==> config.mk <==
export PLATFORM = sky130hd
export DESIGN_NAME = aes_block_collector_flat
export DESIGN_NICKNAME = d
export VERILOG_FILES = /design/src/rtl/aes_block_collector_if.sv /design/src/rtl/aes_block_collector.sv /design/src/flat_wrapper.sv
export SDC_FILE = /design/constraint.sdc
export NUM_CORES = 1
export LEC_CHECK = 0
export CORE_MARGIN = 1
export CORE_UTILIZATION = 25
export DETAILED_ROUTE_END_ITERATION = 10
export HOLD_SLACK_MARGIN = 0.03
export PLACE_DENSITY = 0.39
export SYNTH_ARGS = -nofsm -noshare
export SYNTH_HDL_FRONTEND = slang
export SYNTH_SLANG_ARGS = --single-unit
==> constraint.sdc <==
create_clock -name clk -period 17.4 [get_ports clk]
set_clock_uncertainty 0.1 [all_clocks]
set_input_delay 3.48 -clock clk [delete_from_list [all_inputs] [get_ports clk]]
set_output_delay 3.48 -clock clk [all_outputs]
set_load 0.02 [all_outputs]
==> src/rtl/aes_block_collector_if.sv <==
// Result-byte stream from the AES core in, assembled 128-bit blocks out.
// master drives the byte stream and consumer ready; slave is the collector.
interface aes_block_collector_if;
    logic         output_valid;
    logic [3:0]   out_byte_num;
    logic [7:0]   data_out;
    logic         in_encrypt;
    logic         clear_flags;
    logic         blk_ready;
    logic         blk_valid;
    logic [127:0] blk_data;
    logic         blk_encrypt;
    logic [1:0]   blk_count;
    logic         hold;
    logic         err_incomplete;
    logic         overflow;

    modport master (
        output output_valid, out_byte_num, data_out, in_encrypt, clear_flags, blk_ready,
        input  blk_valid, blk_data, blk_encrypt, blk_count, hold, err_incomplete, overflow
    );
    modport slave (
        input  output_valid, out_byte_num, data_out, in_encrypt, clear_flags, blk_ready,
        output blk_valid, blk_data, blk_encrypt, blk_count, hold, err_incomplete, overflow
    );
endinterface

==> src/rtl/aes_block_collector.sv <==
// Assembles the AES core's byte-serial results into 128-bit blocks and
// buffers them in a 2-entry FIFO released through a valid/ready handshake.
module aes_block_collector #(
    parameter int DEPTH = 2
) (
    input logic                  clk,
    input logic                  rst,
    aes_block_collector_if.slave blk_if
);
    localparam logic [1:0] FULL = 2'(DEPTH);

    logic [127:0] asm_data_q, asm_data_d;
    logic [15:0]  asm_mask_q, asm_mask_d;
    logic         asm_mode_q, asm_mode_d;
    logic [128:0] mem_q [DEPTH];
    logic         wr_ptr_q, rd_ptr_q;
    logic [1:0]   cnt_q, cnt_d;
    logic         err_q, err_d, ovf_q, ovf_d;
    logic         push_req, set_err, pop, push_ok;
    logic [3:0]   lane;

    // Byte 0 lands in the top lane, byte 15 in the bottom lane.
    assign lane = 4'd15 - blk_if.out_byte_num;

    always_comb begin
        asm_data_d = asm_data_q;
        asm_mask_d = asm_mask_q;
        asm_mode_d = asm_mode_q;
        push_req   = 1'b0;
        set_err    = 1'b0;
        if (blk_if.output_valid) begin
            asm_data_d[{lane, 3'b000} +: 8] = blk_if.data_out;
            asm_mask_d[blk_if.out_byte_num]  = 1'b1;
            if (blk_if.out_byte_num == 4'd0) asm_mode_d = blk_if.in_encrypt;
            if (blk_if.out_byte_num == 4'd15) begin
                if (&(asm_mask_q | 16'h8000)) push_req = 1'b1;
                else                          set_err  = 1'b1;
                asm_mask_d = '0;
            end
        end
    end

    // A push into a full buffer only survives if the head leaves this cycle.
    assign pop     = (cnt_q != 2'd0) && blk_if.blk_ready;
    assign push_ok = push_req && ((cnt_q != FULL) || pop);

    always_comb begin
        cnt_d = cnt_q;
        case ({push_ok, pop})
            2'b10:   cnt_d = cnt_q + 2'd1;
            2'b01:   cnt_d = cnt_q - 2'd1;
            default: cnt_d = cnt_q;
        endcase
        err_d = set_err ? 1'b1 : (blk_if.clear_flags ? 1'b0 : err_q);
        ovf_d = (push_req && !push_ok) ? 1'b1 : (blk_if.clear_flags ? 1'b0 : ovf_q);
    end

    always_ff @(posedge clk or posedge rst) begin
        if (rst) begin
            asm_data_q <= '0;
            asm_mask_q <= '0;
            asm_mode_q <= 1'b0;
            wr_ptr_q   <= 1'b0;
            rd_ptr_q   <= 1'b0;
            cnt_q      <= '0;
            err_q      <= 1'b0;
            ovf_q      <= 1'b0;
            for (int i = 0; i < DEPTH; i++) mem_q[i] <= '0;
        end else begin
            asm_data_q <= asm_data_d;
            asm_mask_q <= asm_mask_d;
            asm_mode_q <= asm_mode_d;
            cnt_q      <= cnt_d;
            err_q      <= err_d;
            ovf_q      <= ovf_d;
            if (push_ok) begin
                mem_q[wr_ptr_q] <= {asm_mode_d, asm_data_d};
                wr_ptr_q        <= ~wr_ptr_q;
            end
            if (pop) rd_ptr_q <= ~rd_ptr_q;
        end
    end

    assign blk_if.blk_valid      = (cnt_q != 2'd0);
    assign blk_if.blk_data       = mem_q[rd_ptr_q][127:0];
    assign blk_if.blk_encrypt    = mem_q[rd_ptr_q][128];
    assign blk_if.blk_count      = cnt_q;
    assign blk_if.hold           = (cnt_q == FULL);
    assign blk_if.err_incomplete = err_q;
    assign blk_if.overflow       = ovf_q;
endmodule

==> src/flat_wrapper.sv <==
// flat-port wrapper written by rule: the top's interface ports become plain ports
module aes_block_collector_flat 
#(
    parameter int DEPTH = 2
)
  (clk, rst, blk_if_output_valid, blk_if_out_byte_num, blk_if_data_out, blk_if_in_encrypt, blk_if_clear_flags, blk_if_blk_ready, blk_if_blk_valid, blk_if_blk_data, blk_if_blk_encrypt, blk_if_blk_count, blk_if_hold, blk_if_err_incomplete, blk_if_overflow);
  aes_block_collector_if blk_if_i ();
  input logic clk;
  input logic rst;
  input wire logic [$bits(blk_if_i.output_valid)-1:0] blk_if_output_valid;
  input wire logic [$bits(blk_if_i.out_byte_num)-1:0] blk_if_out_byte_num;
  input wire logic [$bits(blk_if_i.data_out)-1:0] blk_if_data_out;
  input wire logic [$bits(blk_if_i.in_encrypt)-1:0] blk_if_in_encrypt;
  input wire logic [$bits(blk_if_i.clear_flags)-1:0] blk_if_clear_flags;
  input wire logic [$bits(blk_if_i.blk_ready)-1:0] blk_if_blk_ready;
  output wire logic [$bits(blk_if_i.blk_valid)-1:0] blk_if_blk_valid;
  output wire logic [$bits(blk_if_i.blk_data)-1:0] blk_if_blk_data;
  output wire logic [$bits(blk_if_i.blk_encrypt)-1:0] blk_if_blk_encrypt;
  output wire logic [$bits(blk_if_i.blk_count)-1:0] blk_if_blk_count;
  output wire logic [$bits(blk_if_i.hold)-1:0] blk_if_hold;
  output wire logic [$bits(blk_if_i.err_incomplete)-1:0] blk_if_err_incomplete;
  output wire logic [$bits(blk_if_i.overflow)-1:0] blk_if_overflow;
  assign blk_if_i.output_valid = blk_if_output_valid;
  assign blk_if_i.out_byte_num = blk_if_out_byte_num;
  assign blk_if_i.data_out = blk_if_data_out;
  assign blk_if_i.in_encrypt = blk_if_in_encrypt;
  assign blk_if_i.clear_flags = blk_if_clear_flags;
  assign blk_if_i.blk_ready = blk_if_blk_ready;
  assign blk_if_blk_valid = blk_if_i.blk_valid;
  assign blk_if_blk_data = blk_if_i.blk_data;
  assign blk_if_blk_encrypt = blk_if_i.blk_encrypt;
  assign blk_if_blk_count = blk_if_i.blk_count;
  assign blk_if_hold = blk_if_i.hold;
  assign blk_if_err_incomplete = blk_if_i.err_incomplete;
  assign blk_if_overflow = blk_if_i.overflow;
  aes_block_collector #(.DEPTH(DEPTH)) u_core (.clk(clk), .rst(rst), .blk_if(blk_if_i));
endmodule
==> results.sh, run 1 <==
export IMPL_coreArea_um2=67500
export IMPL_numCtsBuffers=47
export IMPL_hold_class="register to register"
export IMPL_min_period_ps=7560
export IMPL_gr_total_overflow=0
export IMPL_synth_common_cells="dfrtp_1 (408), mux2_2 (338), nand2_1 (167)"
export IMPL_run_status="finished clean"
export IMPL_crit_chain="buf_4 -> buf_4 -> mux2_2 -> clkdlybuf4s50_1"
export IMPL_ios=153
export IMPL_hold_end="u_core.mem_q[184]$_DFFE_PP0P_"
export IMPL_ant_nets=0
export IMPL_maxSlewHeadroom=0.258
export IMPL_start_util=0.254
export IMPL_cts_sinks=408
export IMPL_die_y_um=264
export IMPL_synth_edff_count=0
export IMPL_synth_compound_area_frac=0.0782
export IMPL_syn_area_um2=17100
export IMPL_yosysTopAreaCell="dfrtp_1"
export IMPL_gr_usage_met2=0.225
export IMPL_syn_inst=1334
export IMPL_max_cap_violations=0
export IMPL_die_area_um2=69500
export IMPL_yosys_warnings=0
export IMPL_area_growth_syn_to_layout_pct=22.7
export IMPL_syn_area_per_cell_um2=12.8
export IMPL_wl_per_cell_um=19.9
export IMPL_grt_total_usage=0.138
export IMPL_yosys_area_share_simple=0.0635
export IMPL_ir_worst_vdd_v=0.0000567
export IMPL_dpl_cell_area_um2=19500
export IMPL_required_ps=13820
export IMPL_cp_slowest_cell="dfrtp_4"
export IMPL_drt_total_wl_mm=47.4
export IMPL_cp_arrival_ps=3980
export IMPL_synthXorXnorAreaFrac=0.00153
export IMPL_cts_setup_buffers=0
export IMPL_cpPeakStageDelay_ps=850
export IMPL_n_fill_cell=6780
export IMPL_die_w_um=264
export IMPL_use_met1=0.188
export IMPL_slew_viol_final=0
export IMPL_num_vias=10600
export IMPL_cts_htree_levels=2
export IMPL_yosysMostFrequentCell="dfrtp_1"
export IMPL_cellLeakagePower_nw=9.84
export IMPL_drt_initial_drc_count=596
export IMPL_min_path_cells=2
export IMPL_setup_viol_count_final=0
export IMPL_tns_ps=0
export IMPL_final_area_um2=21000
export IMPL_grt_busiest_layer="met2"
export IMPL_fin_crit_sh=0.435
export IMPL_grt_pass1_wl_mm=72.9
export IMPL_nets=1493
export IMPL_min_from="u_core.mem_q[184]$_DFFE_PP0P_"
export IMPL_reg2reg_slack_ps=14230
export IMPL_first_global_vias=11400
export IMPL_end_kind="output port"
export IMPL_grt_max_degree=127
export IMPL_finalHoldViolations=0
export IMPL_drtPass1Iterations=7
export IMPL_power_density_nw_per_um2=101
export IMPL_ys_async_sr_fraction=1.00
export IMPL_netlist_top_cells_area="dfrtp_1 (60%), mux2_2 (22%), o21ai_0 (4.2%)"
export IMPL_cp_start_kind="register"
export IMPL_synth_seq_cells=408
export IMPL_dp_hpwl_mm=28.4
export IMPL_max_freq_mhz=132
export IMPL_utilization=0.311
export IMPL_rr_startpoint="u_core.asm_mask_q[6]$_DFFE_PP0P_"
export IMPL_worstRegToRegCells=5
export IMPL_drc_errors=0
export IMPL_worstSetupPathType="register to output port"
export IMPL_r2r_end="u_core.mem_q[11]$_DFFE_PP0P_"
export IMPL_clock_latency_ps=570
export IMPL_antenna_found_initial=2
export IMPL_gp_congestion=0.724
export IMPL_crit_fanout=55
export IMPL_synth_top_family_by_area="multiplexers"
export IMPL_ctsLongestPathBuffers=3
export IMPL_netlist_cell_type_count=47
export IMPL_ctsResizeCount=0
export IMPL_synthMuxAreaShare=0.228
export IMPL_root_buffer="clkbuf_16"
export IMPL_rsz0062_at_grt="no"
export IMPL_worstMarginPinSlew_ps=1110
export IMPL_path_clk_slew_ps=60
export IMPL_portBuffers=152
export IMPL_cts_tree="yes"
export IMPL_synth_top_area_share=0.596
export IMPL_synth_seq_area_share=0.596
export IMPL_synth_adder_area_share=0.00438
export IMPL_ctsHoldBuffers=0
export IMPL_drive_gt1_frac=0.299
export IMPL_syn_nets=1358
export IMPL_p_total_mw=2.13
export IMPL_placementRows=95
export IMPL_grtUsageMet3=0.0270
export IMPL_synth_ff_type="dfrtp_1"
export IMPL_viasPerCell=4.43
export IMPL_crit_top_cell="buf_4"
-- final cells by class --
cell class / count / area, um^2 / area share
Sequential cell: 408 / 10200 / 0.486
Multi-Input combinational cell: 821 / 6470 / 0.308
Tap cell: 873 / 1090 / 0.0520
Clock inverter: 14 / 124 / 0.00589
Antenna cell: 1 / 2.50 / 0.000119
Timing Repair Buffer: 173 / 1680 / 0.0799
Inverter: 18 / 75.1 / 0.00357
Clock buffer: 72 / 1360 / 0.0647
-- power by group --
part / internal [mW] / leakage [nW] / switching, mW
Clock: 0.566 / 0.739 / 0.394
Sequential: 1.01 / 5.57 / 0.0311
Combinational: 0.0485 / 3.54 / 0.0796
Total: 1.62 / 9.84 / 0.505
-- worst max-delay path by stage --
| stage | slack, ps | cells after the start | end | startpoint |
|---|---|---|---|---|
| after floorplan | 2470 | 1 | u_core.asm_data_q[0]$_DFF_PP0_ | rst |
| after global placement | 9850 | 7 | u_core.mem_q[244]$_DFFE_PP0P_ | blk_if_out_byte_num[0] |
| after detailed placement | 9780 | 7 | u_core.mem_q[245]$_DFFE_PP0P_ | blk_if_out_byte_num[0] |
| after CTS | 9690 | 4 | blk_if_blk_data[75] | u_core.rd_ptr_q$_DFFE_PP0P_ |
| after global routing | 9600 | 4 | blk_if_blk_data[83] | u_core.rd_ptr_q$_DFFE_PP0P_ |
| final | 9840 | 4 | blk_if_blk_data[75] | u_core.rd_ptr_q$_DFFE_PP0P_ |
-- cell usage in the layout (no fill, tap or decap), drive strengths merged --
| cell type | n |
|---|---|
| dfrtp | 408 |
| a2bb2oi | 1 |
| nor2 | 20 |
| xor2 | 1 |
| nor3b | 3 |
| a21o | 8 |
| buf | 21 |
| nand4b | 3 |
| o31ai | 16 |
| ha | 6 |
| inv | 19 |
| o31a | 1 |
| a22oi | 2 |
| o22ai | 1 |
| nor3 | 5 |
| diode | 1 |
| o21ai | 142 |
| nand3 | 6 |
| or2 | 6 |
| nand2 | 167 |
| clkbuf | 72 |
| nand4 | 5 |
| nand2b | 1 |
| a21oi | 17 |
| and2 | 1 |
| mux2i | 8 |
| a22o | 16 |
| bufinv | 2 |
| nor2b | 12 |
| clkinv | 11 |
| o2bb2ai | 16 |
| mux2 | 340 |
| a31oi | 7 |
| and3 | 5 |
| nor4 | 1 |
| clkdlybuf4s50 | 152 |
| xnor2 | 2 |
| or3 | 2 |
-- registers in the layout, indices dropped and copies added, names as in the netlist --
| register | flops |
|---|---|
| u_core.asm_data_q | 128 |
| u_core.asm_mask_q | 15 |
| u_core.asm_mode_q | 1 |
| u_core.blk_if.blk_count | 2 |
| u_core.blk_if.err_incomplete | 1 |
| u_core.blk_if.overflow | 1 |
| u_core.mem_q | 258 |
| u_core.rd_ptr_q | 1 |
| u_core.wr_ptr_q | 1 |
-- layer usage --
layer / vias to the layer above / part of all wire
li1: 4945 / -
met2: 169 / 0.47
met4: 0 / 0.017
met1: 5379 / 0.47
met5: - / 0
met3: 57 / 0.038
-- worst max-delay path, delay by kind of cell (launching register included) --
kind | cells | cell delay [ps]
buf+inv | 3 | 2040
flops | 1 | 850
mux | 1 | 420
-- logic make-up (layout without fill, tap and decap cells) --
logic type / Yosys count / count (layout)
flops: 408 / 408
mux: 348 / 348
simple gates: 237 / 237
compound gates: 227 / 227
buf+inv: 105 / 277
fa+ha+maj: 6 / 6
xor+xnor: 3 / 3
other cells: 0 / 1
-- stage by stage --
stage	cells	hold slack, ps	setup slack, ps
floorplan	1334	344	2470
global placement	2293	357	9850
detailed placement	2293	365	9780
CTS	2379	377	9690
global route	2379	392	9600
finish	2380	371	9840
(Power assumes the default switching activity.)
==> inputs of run 2 (changes only) <==
--- a/config.mk
+++ b/config.mk
@@ -9,7 +9,7 @@
 export CORE_UTILIZATION = 25
 export DETAILED_ROUTE_END_ITERATION = 10
 export HOLD_SLACK_MARGIN = 0.03
-export PLACE_DENSITY = 0.39
+export PLACE_DENSITY = 0.41
 export SYNTH_ARGS = -nofsm -noshare
 export SYNTH_HDL_FRONTEND = slang
 export SYNTH_SLANG_ARGS = --single-unit
==> constraint.sdc (replaced) <==
create_clock -name clk -period 6.6 [get_ports clk]
set_clock_uncertainty 0.1 [all_clocks]
set_input_delay 1.32 -clock clk [delete_from_list [all_inputs] [get_ports clk]]
set_output_delay 1.32 -clock clk [all_outputs]
set_load 0.02 [all_outputs]
==> run 2 against run 1 <==
Core utilization grew 0.091 points. Non-clock buffer count grew 2. Clock-buffer cell count shrank 4. Highest routed layer unchanged. Clock power grew to 2.6 times the previous value. Critical path type is now input pin to register. Sequential power grew to 2.6 times the previous value. Routed wire length shrank 0.93%. Sequential share of layout area shrank 0.14 points. Flip-flop and latch count is the same. First-iteration DRC count shrank 11%. Register-to-register slack lost 10000 ps.
==> results.sh, run 2 (synthesized netlist as in run 1, its figures left out) <==
export IMPL_die_y_um=264
export IMPL_placementRows=95
export IMPL_cts_htree_levels=2
export IMPL_antenna_found_initial=1
export IMPL_numCtsBuffers=47
export IMPL_ctsResizeCount=0
export IMPL_p_total_mw=5.56
export IMPL_drtPass1Iterations=4
export IMPL_cp_start_kind="input pin"
export IMPL_max_flop_register="u_core.mem_q"
export IMPL_min_period_ps=4220
export IMPL_coreArea_um2=67500
export IMPL_swShare=0.238
export IMPL_gp_congestion=0.712
export IMPL_maxSlewHeadroom=0.320
export IMPL_worstMarginPinSlew_ps=1020
export IMPL_p_clk_frac=0.445
export IMPL_root_buffer="clkbuf_16"
export IMPL_clock_latency_ps=570
export IMPL_grt_max_degree=176
export IMPL_start_util=0.254
export IMPL_rsz0062_at_grt="no"
export IMPL_drive_gt1_frac=0.299
export IMPL_gr_total_overflow=0
export IMPL_grt_pass1_wl_mm=73.7
export IMPL_cp_arrival_ps=4570
export IMPL_cts_setup_buffers=0
export IMPL_cts_tree="yes"
export IMPL_ir_worst_vdd_v=0.000160
export IMPL_cellLeakagePower_nw=9.86
export IMPL_tns_ps=0
export IMPL_worstSetupPathType="input pin to register"
export IMPL_viasPerCell=4.50
export IMPL_drt_initial_drc_count=533
export IMPL_first_global_vias=11600
export IMPL_p_seq_frac=0.493
export IMPL_crit_fanout=12
export IMPL_num_vias=10700
export IMPL_cts_sinks=408
export IMPL_largest_reg_flops=258
export IMPL_ant_nets=0
export IMPL_diodes=0
export IMPL_die_area_um2=69500
export IMPL_wl_per_cell_um=19.8
export IMPL_ios=153
export IMPL_slew_viol_final=0
export IMPL_fin_crit_sh=0.639
export IMPL_end_kind="register"
export IMPL_area_growth_syn_to_layout_pct=23.1
export IMPL_dp_hpwl_mm=28.6
export IMPL_n_fill_cell=6790
export IMPL_setup_viol_count_final=0
export IMPL_drt_total_wl_mm=46.9
export IMPL_portBuffers=152
export IMPL_setup_ws_ps=2380
export IMPL_power_share_combinational=0.062
export IMPL_reg_top3="u_core.mem_q: 258 flops, u_core.asm_data_q: 128 flops, u_core.asm_mask_q: 15 flops"
export IMPL_finalHoldViolations=0
export IMPL_grt_total_usage=0.139
export IMPL_required_ps=6960
export IMPL_nets=1495
export IMPL_p_sw_mw=1.32
export IMPL_p_int_mw=4.24
export IMPL_hold_class="register to register"
export IMPL_ctsLongestPathBuffers=3
export IMPL_layout_common_cells="dfrtp_1 (407), mux2_2 (338), nand2_1 (167)"
export IMPL_ctsHoldBuffers=0
export IMPL_max_freq_mhz=237
export IMPL_pre_cts_ws_ps=1750
export IMPL_drc_errors=0
export IMPL_layout_commonest_cell="dfrtp_1"
export IMPL_die_w_um=264
export IMPL_max_cap_violations=0
export IMPL_run_status="finished clean"
export IMPL_power_density_nw_per_um2=264
export IMPL_path_clk_slew_ps=50
-- run 2: path summary, 6_finish.rpt --
check	startpoint	end	slack (ps)	depth (start not counted)
min in group asynchronous	rst	u_core.mem_q[135]$_DFFE_PP0P_	1150	2
setup / recovery	blk_if_out_byte_num[0]	u_core.asm_data_q[19]$_DFF_PP0_	2380	6
setup reg to reg	u_core.asm_mask_q[6]$_DFFE_PP0P_	u_core.mem_q[161]$_DFFE_PP0P_	3770	5
max in group asynchronous	rst	u_core.mem_q[218]$_DFFE_PP0P_	3830	3
hold / removal	u_core.mem_q[56]$_DFFE_PP0P_	u_core.mem_q[56]$_DFFE_PP0P_	370	2
hold reg to reg	u_core.mem_q[56]$_DFFE_PP0P_	u_core.mem_q[56]$_DFFE_PP0P_	370	2
-- run 2: stage by stage --
| step | hold slack (ps) | utilization | std cells | cell area [um^2] |
|---|---|---|---|---|
| after global routing | 391 | 0.312 | 2373 | 21100 |
| after global placement | 356 | 0.291 | 2295 | 19600 |
| after detailed placement | 364 | 0.291 | 2295 | 19600 |
| after CTS | 377 | 0.312 | 2373 | 21100 |
| final | 371 | 0.312 | 2373 | 21100 |
| after floorplan | 344 | - | 1334 | 17100 |
-- run 2: power by group through the flow --
stage	combinational, mW	clock (mW)	sequential (mW)
2_1_floorplan	0.242	0	2.76
3_3_place_gp	0.344	0	2.78
3_5_place_dp	0.355	0	2.79
4_1_cts	0.356	2.59	2.74
5_1_grt	0.393	2.69	2.76
6_report	0.345	2.48	2.74
-- run 2: critical path, stage by stage --
cell and delay (ps):
clkdlybuf4s50_1 700, inv_1 170, ha_1 460, nand4_1 830
nor2_2 680, mux2_2 400
-- run 2: final cells by class --
cell class | count | area [um^2] | area share
well taps | 873 | 1090 | 0.0518
inverters | 18 | 71.3 | 0.00338
multi-input cells | 821 | 6470 | 0.307
flip-flops and latches | 408 | 10200 | 0.485
clock buffers | 68 | 1360 | 0.0644
repair buffers | 175 | 1780 | 0.0845
clock inverters | 10 | 92.6 | 0.00439
-- run 2: metal layers --
| layer | up-vias | routed length [um] | GRT usage |
|---|---|---|---|
| met4 | 0 | 860 | 0.0378 |
| met3 | 56 | 1730 | 0.0239 |
| met5 | - | 0 | 0 |
| met2 | 177 | 22200 | 0.227 |
| met1 | 5495 | 22100 | 0.189 |
| li1 | 4947 | - | - |
==> inputs of run 3 (changes only) <==
--- a/config.mk
+++ b/config.mk
@@ -9,7 +9,7 @@
 export CORE_UTILIZATION = 25
 export DETAILED_ROUTE_END_ITERATION = 10
 export HOLD_SLACK_MARGIN = 0.03
-export PLACE_DENSITY = 0.41
+export PLACE_DENSITY = 0.39
 export SYNTH_ARGS = -nofsm -noshare
 export SYNTH_HDL_FRONTEND = slang
 export SYNTH_SLANG_ARGS = --single-unit
==> constraint.sdc (replaced) <==
create_clock -name clk -period 3.95 [get_ports clk]
set_clock_uncertainty 0.1 [all_clocks]
set_input_delay 0.79 -clock clk [delete_from_list [all_inputs] [get_ports clk]]
set_output_delay 0.79 -clock clk [all_outputs]
set_load 0.02 [all_outputs]
==> run 3 against run 2 <==
Routed wire length grew 2.9%. Final area increased by 1.9%. Hold slack is essentially flat. Largest power group unchanged. Highest routed layer unchanged.
==> results.sh, run 3 (synthesized netlist as in run 1, its figures left out) <==
export IMPL_run_status="finished clean"
export IMPL_grt_pass1_wl_mm=74.2
export IMPL_grt_total_usage=0.141
export IMPL_start_util=0.254
export IMPL_largest_reg_flops=258
export IMPL_wl_per_cell_um=20.1
export IMPL_portBuffers=152
export IMPL_die_area_um2=69500
export IMPL_die_w_um=264
export IMPL_fin_crit_sh=0.929
export IMPL_cp_arrival_ps=2780
export IMPL_root_buffer="clkbuf_16"
export IMPL_ios=153
export IMPL_ant_nets=0
export IMPL_die_y_um=264
export IMPL_hold_class="register to register"
export IMPL_gp_congestion=0.720
export IMPL_rr_startpoint="u_core.asm_mask_q[6]$_DFFE_PP0P_"
export IMPL_finalHoldViolations=0
export IMPL_layout_common_cells="dfrtp_1 (407), mux2_2 (338), nand2_1 (167)"
export IMPL_whs_ps=371
export IMPL_endpoint="blk_if_blk_data[106]"
export IMPL_drtPass1Iterations=4
export IMPL_critPathLaunch="u_core.rd_ptr_q$_DFFE_PP0P_"
export IMPL_max_flop_register="u_core.mem_q"
export IMPL_r2r_end="u_core.mem_q[108]$_DFFE_PP0P_"
export IMPL_multi_input_area_um2=6460
export IMPL_num_vias=10800
export IMPL_diodes=0
export IMPL_area_growth_syn_to_layout_pct=25.4
export IMPL_layout_commonest_cell="dfrtp_1"
export IMPL_drc_errors=0
export IMPL_antenna_found_initial=1
export IMPL_dp_hpwl_mm=30.0
export IMPL_path_clk_slew_ps=60
export IMPL_ctsResizeCount=0
export IMPL_cts_tree="yes"
export IMPL_reg_top3="u_core.mem_q: 258 flops, u_core.asm_data_q: 128 flops, u_core.asm_mask_q: 15 flops"
export IMPL_placementRows=95
export IMPL_crit_chain="buf_4 -> mux2_2 -> clkdlybuf4s50_1"
export IMPL_drive_gt1_frac=0.314
export IMPL_clock_latency_ps=590
export IMPL_worstMarginPinSlew_ps=1040
export IMPL_ctsLongestPathBuffers=3
export IMPL_reg2reg_slack_ps=1470
export IMPL_required_ps=3060
export IMPL_cellLeakagePower_nw=10.1
export IMPL_rsz0062_at_grt="no"
export IMPL_gr_total_overflow=0
export IMPL_ff_latch_area_um2=10200
export IMPL_final_area_um2=21500
export IMPL_setup_viol_count_final=0
export IMPL_worstRegToRegCells=5
export IMPL_nets=1522
export IMPL_cts_htree_levels=2
export IMPL_crit_fanout=28
export IMPL_min_period_ps=3670
export IMPL_end_kind="output port"
export IMPL_ctsHoldBuffers=0
export IMPL_tns_ps=0
export IMPL_n_fill_cell=6764
export IMPL_pre_cts_ws_ps=47.3
export IMPL_cts_setup_buffers=0
export IMPL_p_total_mw=9.67
export IMPL_worstSetupPathType="register to output port"
export IMPL_ir_worst_vdd_v=0.000262
export IMPL_numCtsBuffers=48
export IMPL_cp_start_kind="register"
export IMPL_max_cap_violations=0
export IMPL_dpl_cell_area_um2=19900
export IMPL_drt_total_wl_mm=48.3
export IMPL_cts_sinks=408
export IMPL_path_depth=3
export IMPL_first_global_vias=11400
export IMPL_path_buf_inv=2
export IMPL_power_density_nw_per_um2=451
export IMPL_cpPeakStageDelay_ps=780
export IMPL_slew_viol_final=0
export IMPL_setup_ws_ps=279
export IMPL_cp_slowest_cell="dfrtp_4"
export IMPL_maxSlewHeadroom=0.307
export IMPL_drt_initial_drc_count=486
export IMPL_crit_family="buffers and inverters"
export IMPL_coreArea_um2=67500
export IMPL_grt_max_degree=142
export IMPL_viasPerCell=4.48
export IMPL_max_freq_mhz=272
run 3: metrics by stage:
stage,utilization,instances
3_3_place_gp,0.294,2321
5_1_grt,0.318,2403
3_5_place_dp,0.294,2321
6_report,0.318,2403
2_1_floorplan,-,1334
4_1_cts,0.318,2403
run 3: worst min-delay path by stage:
stage	startpoint	end	slack, ps	cells past startpoint
after global placement	u_core.mem_q[62]$_DFFE_PP0P_	u_core.mem_q[62]$_DFFE_PP0P_	360	2
after detailed placement	u_core.mem_q[5]$_DFFE_PP0P_	u_core.mem_q[5]$_DFFE_PP0P_	360	2
final	u_core.mem_q[199]$_DFFE_PP0P_	u_core.mem_q[199]$_DFFE_PP0P_	370	2
after floorplan	u_core.mem_q[0]$_DFFE_PP0P_	u_core.mem_q[0]$_DFFE_PP0P_	340	2
after CTS	u_core.mem_q[69]$_DFFE_PP0P_	u_core.mem_q[69]$_DFFE_PP0P_	380	2
after global routing	u_core.mem_q[197]$_DFFE_PP0P_	u_core.mem_q[197]$_DFFE_PP0P_	380	2
run 3: tightest hold or removal path, delay by kind of cell, from the launching register on:
family | cells | cell delay (ps)
compound gates | 1 | 50
flops | 1 | 340
simple gates | 1 | 40
run 3: area by class of cell:
class	count	area share
multi-input cells	821	0.301
well taps	873	0.0509
flip-flops and latches	408	0.476
repair buffers	201	0.0950
inverters	18	0.00332
clock inverters	11	0.00758
clock buffers	71	0.0665
run 3: routing by layer:
layer | wire [um] | vias up | global-route usage | part of all wire
met1 | 22900 | 5509 | 0.194 | 0.47
met3 | 1880 | 64 | 0.0286 | 0.039
li1 | - | 5016 | - | -
met5 | 0 | - | 0 | 0
met2 | 22600 | 170 | 0.227 | 0.47
met4 | 937 | 0 | 0.0348 | 0.019
run 3: power by group:
group / total, mW / leakage (nW) / switching (mW) / internal [mW]
combinational: 0.601 / 3.72 / 0.366 / 0.235
clock: 4.49 / 0.782 / 1.80 / 2.69
sequential: 4.58 / 5.57 / 0.144 / 4.44
total: 9.67 / 10.1 / 2.31 / 7.36
